$ cat config.mk
export PLATFORM = sky130hd
export DESIGN_NAME = draw_scheduler
export DESIGN_NICKNAME = d
export VERILOG_FILES = /design/src/rtl/draw_scheduler.sv
export SDC_FILE = /design/constraint.sdc
export NUM_CORES = 1
export LEC_CHECK = 0
export ABC_CLOCK_PERIOD_IN_PS = 3100
export CAP_MARGIN = 20
export CORE_ASPECT_RATIO = 1.75
export CORE_MARGIN = 4
export CORE_UTILIZATION = 40
export CTS_BUF_LIST = sky130_fd_sc_hd__clkbuf_4
export DETAILED_ROUTE_END_ITERATION = 10
export GPL_ROUTABILITY_DRIVEN = 0
export PLACE_DENSITY = 0.78
export SLEW_MARGIN = 40
export SYNTH_ARGS = -nofsm -noshare
export SYNTH_HDL_FRONTEND = slang
export SYNTH_SLANG_ARGS = --single-unit
$ cat constraint.sdc
create_clock -name clk -period 3.1 [get_ports clk]
set_clock_uncertainty 0.2 [all_clocks]
set_input_delay 0.93 -clock clk [delete_from_list [all_inputs] [get_ports clk]]
set_output_delay 0.93 -clock clk [all_outputs]
set_load 0.05 [all_outputs]
$ cat src/rtl/draw_scheduler.sv
// Command FIFO plus a three-state sequencer that hands one shape at a time to the
// fillscreen / circle / reuleaux engines and forwards the active engine's plot stream.
module draw_scheduler #(
   parameter  int DEPTH = 4,
   localparam int CW    = $clog2(DEPTH) + 1
) (
   input  logic          clk,
   input  logic          rst_n,
   input  logic          cmd_valid,
   output logic          cmd_ready,
   input  logic [1:0]    cmd_op,
   input  logic [2:0]    cmd_colour,
   input  logic [7:0]    cmd_x,
   input  logic [6:0]    cmd_y,
   input  logic [7:0]    cmd_size,
   output logic [2:0]    eng_start,
   input  logic [2:0]    eng_done,
   output logic [2:0]    eng_colour,
   output logic [7:0]    eng_x,
   output logic [6:0]    eng_y,
   output logic [7:0]    eng_size,
   input  logic [23:0]   eng_vga_x,
   input  logic [20:0]   eng_vga_y,
   input  logic [8:0]    eng_vga_colour,
   input  logic [2:0]    eng_vga_plot,
   output logic [7:0]    vga_x,
   output logic [6:0]    vga_y,
   output logic [2:0]    vga_colour,
   output logic          vga_plot,
   output logic          busy,
   output logic [CW-1:0] fifo_count
);

   localparam int AW = $clog2(DEPTH);

   typedef struct packed {
      logic [1:0] op;
      logic [2:0] colour;
      logic [7:0] x;
      logic [6:0] y;
      logic [7:0] size;
   } cmd_t;

   typedef enum logic [1:0] {IDLE, RUN, RELEASE} state_t;

   cmd_t          mem_q [DEPTH];
   logic [AW-1:0] wrPtr_q, rdPtr_q;
   logic [CW-1:0] count_q;
   logic          full, empty, push, pop;
   cmd_t          head;

   state_t        state_q, state_d;
   logic [1:0]    sel_q, sel_d;
   logic [2:0]    start_q, start_d;
   logic [2:0]    colour_q, colour_d;
   logic [7:0]    x_q, x_d;
   logic [6:0]    y_q, y_d;
   logic [7:0]    size_q, size_d;
   logic          selDone;

   assign full  = (count_q == CW'(DEPTH));
   assign empty = (count_q == '0);
   assign push  = cmd_valid && !full;
   assign pop   = (state_q == IDLE) && !empty;
   assign head  = mem_q[rdPtr_q];

   always_ff @(posedge clk) begin
      if (push) begin
         mem_q[wrPtr_q] <= '{cmd_op, cmd_colour, cmd_x, cmd_y, cmd_size};
      end
   end

   // Pointers wrap naturally because DEPTH is a power of two.
   always_ff @(posedge clk or negedge rst_n) begin
      if (!rst_n) begin
         wrPtr_q <= '0;
         rdPtr_q <= '0;
         count_q <= '0;
      end else begin
         if (push) wrPtr_q <= wrPtr_q + AW'(1);
         if (pop)  rdPtr_q <= rdPtr_q + AW'(1);
         count_q <= count_q + CW'(push) - CW'(pop);
      end
   end

   always_comb begin
      selDone = 1'b0;
      case (sel_q)
         2'd0:    selDone = eng_done[0];
         2'd1:    selDone = eng_done[1];
         2'd2:    selDone = eng_done[2];
         default: selDone = 1'b0;
      endcase
   end

   always_ff @(posedge clk or negedge rst_n) begin
      if (!rst_n) begin
         state_q  <= IDLE;
         sel_q    <= '0;
         start_q  <= '0;
         colour_q <= '0;
         x_q      <= '0;
         y_q      <= '0;
         size_q   <= '0;
      end else begin
         state_q  <= state_d;
         sel_q    <= sel_d;
         start_q  <= start_d;
         colour_q <= colour_d;
         x_q      <= x_d;
         y_q      <= y_d;
         size_q   <= size_d;
      end
   end

   // A reserved op is popped and dropped without leaving IDLE.
   always_comb begin
      state_d  = state_q;
      sel_d    = sel_q;
      start_d  = start_q;
      colour_d = colour_q;
      x_d      = x_q;
      y_d      = y_q;
      size_d   = size_q;
      case (state_q)
         IDLE: begin
            if (pop && head.op != 2'd3) begin
               state_d  = RUN;
               sel_d    = head.op;
               start_d  = 3'b001 << head.op;
               colour_d = head.colour;
               x_d      = head.x;
               y_d      = head.y;
               size_d   = head.size;
            end
         end
         RUN: begin
            if (selDone) begin
               state_d = RELEASE;
               start_d = '0;
            end
         end
         RELEASE: begin
            start_d = '0;
            if (!selDone) state_d = IDLE;
         end
         default: begin
            state_d = IDLE;
            start_d = '0;
         end
      endcase
   end

   always_comb begin
      vga_x      = '0;
      vga_y      = '0;
      vga_colour = '0;
      vga_plot   = 1'b0;
      if (state_q == RUN) begin
         case (sel_q)
            2'd0: begin
               vga_x      = eng_vga_x[7:0];
               vga_y      = eng_vga_y[6:0];
               vga_colour = eng_vga_colour[2:0];
               vga_plot   = eng_vga_plot[0];
            end
            2'd1: begin
               vga_x      = eng_vga_x[15:8];
               vga_y      = eng_vga_y[13:7];
               vga_colour = eng_vga_colour[5:3];
               vga_plot   = eng_vga_plot[1];
            end
            2'd2: begin
               vga_x      = eng_vga_x[23:16];
               vga_y      = eng_vga_y[20:14];
               vga_colour = eng_vga_colour[8:6];
               vga_plot   = eng_vga_plot[2];
            end
            default: vga_plot = 1'b0;
         endcase
      end
      busy       = (state_q != IDLE) || !empty;
      cmd_ready  = !full;
      fifo_count = count_q;
      eng_start  = start_q;
      eng_colour = colour_q;
      eng_x      = x_q;
      eng_y      = y_q;
      eng_size   = size_q;
   end

endmodule

==> results.yml <==
critical_path:
  crit_cells: 5
  cpMaxStageDelayCell: "sky130_fd_sc_hd__clkdlybuf4s50_1"
  critPathLaunchType: "primary input"
  critical_path_required_ns: 1.97
  critPathArrivalTime_ns: 1.97
  critical_path_peak_fanout: 1
  worst-r2r-cell-count: 9
  timing.critical_path.to_type: "primary output"
  crit_path_max_delay_family: "buffers and inverters"
  critical_path.cell_chain: "clkdlybuf4s50_1 > mux2_2 > nand2_2 > a21oi_2 > buf_12"
  total_buffers_and_inverters_traversed_by_the_critical_path: 2
  cpPeakStageDelay_ns: 0.46
  critPathKind: "in2out"
die:
  placement_rows: 60
  ioPinCount: 144
  dieHeight_um: 173
  starting_utilization_of_the_core_area_pct: 40.6
  design.die.area_um2: 17800
  core-area_um2: 15400
  die-width_um: 103
synth:
  yosysWarningCount: 0
  synth_compound_area_share_pct: 2.88
  synthMuxAreaShare_pct: 18.5
  asyncSetResetFlopFracSynth_pct: 26.3
  syn_inst: 359
  syn_area_um2: 6250
  synth.largest_area_cell: "sky130_fd_sc_hd__edfxtp_1"
  synth-adder-area-share_pct: 1.52
  synthesis.area_per_instance_um2: 17.4
  syn-num-nets: 457
  post_synth_num_cell_types: 34
  share_of_synthesized_area_occupied_by_flip_flops_and_latches_pct: 69.8
  synth_top_cell_area_share_pct: 53.8
  synth.ff_latch_count: 152
  netlist_top_cells_count: "sky130_fd_sc_hd__edfxtp_1, sky130_fd_sc_hd__mux2_2, sky130_fd_sc_hd__nand2_1"
  xor_and_xnor_area_share_after_synthesis_pct: 0.700
  post-synth-top-count-cell: "sky130_fd_sc_hd__edfxtp_1"
  yosys.area_share.simple_pct: 4.78
  number_of_enable_type_register_cells_in_the_synthesized_netlist: 112
  synth_top_family_by_area: "multiplexers"
  synth_top_flop_cell: "sky130_fd_sc_hd__edfxtp_1"
  biggest_area_contributors_in_the_synthesized_netlist: "sky130_fd_sc_hd__edfxtp_1, sky130_fd_sc_hd__dfrtp_1, sky130_fd_sc_hd__mux4_2"
grt:
  first_global_vias: 4139
  pin_count_of_the_biggest_net_entering_global_routing: 29
  global_route.usage.met2_pct: 33.1
  grt_antenna_before_repair: 1
  globalRouteOverflowTotal: 0
  global_route_wire_length_before_repair_mm: 21.8
  global_route.usage.met1_pct: 15.2
  grt-busiest-layer: "met2"
  gr-usage-all-layers_pct: 16.5
  gr-usage-met3_pct: 4.07
outcome:
  failed_checks: "setup timing"
  run_status: "finished with violations"
timing:
  worst_slew_pin_slew_ns: 0.565
  timing.setup.tns_ns: -0.000537
  timing_max_transition_violations_final: 0
  period_share_pct: 100
  setup_repair_after_global_routing_missed_its_margin: "true"
  slew_headroom_pct: 62.2
  final.min_clock_period_ns: 3.10
  setup_viol_count_final: 1
  final-hold-violation-count: 0
  max_freq_ghz: 0.323
  pnr_worst_setup_slack_ns: -0.000537
route:
  antenna_violating_nets_post_route: 0
  detailroute.via_count: 3787
  drt-pass1-iter-count: 4
  post_drt_wl_per_cell_um: 19.9
  postRouteWirelength_mm: 14.4
  drt-initial-drc-count: 131
  drc: 0
  via_density_per_instance: 5.23
power_and_ir_drop:
  total_power_per_unit_cell_area_nw_per_um2: 1040
  static-leakage-power_uw: 0.00318
  worst_ir_drop_vdd_v: 0.000557
final_layout:
  layout-area-overhead-vs-synth_pct: 39.5
  post-route-cell-area_um2: 8730
  design.final.nets: 622
  layout.core_utilization_pct: 56.7
  post_layout_nonfiller_instances: 724
  layout-drive-gt1-share_pct: 33.5
cts:
  ctsRootBufferMaster: "sky130_fd_sc_hd__clkbuf_4"
  worst_skew_pair.late_latency_ns: 0.52
  clock-sinks: 152
  cts_buffers: 17
  cts_tree: "yes"
  cts.path.max_buffers: 2
  h-tree-depth: 4
  path_clk_slew_ns: 0.14
placement:
  place_inst: 689
  detailedPlacementHpwl_mm: 10.2
  buffer_ports.inserted: 143
  dpl-instance-area_um2: 8250
hold_path:
  min-delay-path-class: "in2async"
flow_run:
  cap_violations: 0
## flip-flops by register name, indices dropped and copies added, names as in the netlist
signal and cells:
rdPtr_q 2, wrPtr_q 2, mem_q 112, fifo_count 3, eng_colour 3, eng_y 7
sel_q 2, state_q 2, eng_start 3, eng_size 8, eng_x 8
## per-layer routing
layer  vias to the layer above  part of all wire, %
li1                       1707                    -
met4                         0                 0.95
met3                         8                  7.7
met1                      1936                   32
met5                         -                    0
met2                       136                   59
## cells by family after synthesis
logic type / after synthesis
AOI/OAI and AO/OA: 29
xor gates and xnor gates: 5
adders and majority gates: 7
buffers and inverters: 27
DFF: 152
muxes: 75
and+or+nand+nor: 64
## cell type report
cell class,count,area (µm²)
Antenna cell,1,2.50
Clock buffer,17,128
Clock inverter,15,164
Fill cell,1212,6660
Inverter,10,41.3
Multi-Input combinational cell,180,1950
Sequential cell,152,4370
Tap cell,186,233
Timing Repair Buffer,163,1840
## through the flow
stage | power [µW] | setup slack, ns | hold WS (ns)
4_1_cts | 9120 | -0.0224 | 0.116
2_1_floorplan | 6070 | 0.0886 | 0.334
3_5_place_dp | 7830 | -0.0997 | 0.288
3_3_place_gp | 7700 | -0.0804 | 0.281
5_1_grt | 9620 | -0.0379 | 0.118
6_report | 9120 | -0.000537 | 0.154
## what timing repair did
action | in CTS | in global routing
buffers inserted | 2 | 0
pin swaps | 3 | 7
hold buffers | 0 | 0
gates resized for setup | 16 | 34
gates cloned | 0 | 0
endpoints found under the setup margin | 20 | 20
## cells in the final DEF, fill, tap and decap left out, types with 12 or more instances in the layout
master	count
sky130_fd_sc_hd__mux2_2	35
sky130_fd_sc_hd__edfxtp_1	112
sky130_fd_sc_hd__dfrtp_1	37
sky130_fd_sc_hd__clkdlybuf4s50_1	110
sky130_fd_sc_hd__buf_12	23
sky130_fd_sc_hd__a21oi_2	12
sky130_fd_sc_hd__buf_4	15
sky130_fd_sc_hd__mux4_2	28
sky130_fd_sc_hd__nand2_1	39
sky130_fd_sc_hd__clkbuf_4	17
## path summary, 6_finish.rpt
| kind | startpoint | slack [ns] | to |
|---|---|---|---|
| hold reg to reg | eng_x[2] | 0.32 | eng_x[2] |
| min in group clk | eng_x[2] | 0.32 | eng_x[2] |
| hold / removal | rst_n | 0.15 | eng_x[1] |
| max in group asynchronous | rst_n | 1.81 | rdPtr_q[1] |
| setup reg to reg | fifo_count[0] | 0.60 | fifo_count[2] |
| setup / recovery | eng_vga_colour[0] | -0.0005 | vga_colour[0] |
## where the power goes
group / total, µW / internal [µW] / switching, µW
registers: 3070 / 2800 / 270
logic: 4830 / 2140 / 2690
clock network: 1220 / 498 / 725
Power figures use the tool's default switching activity.
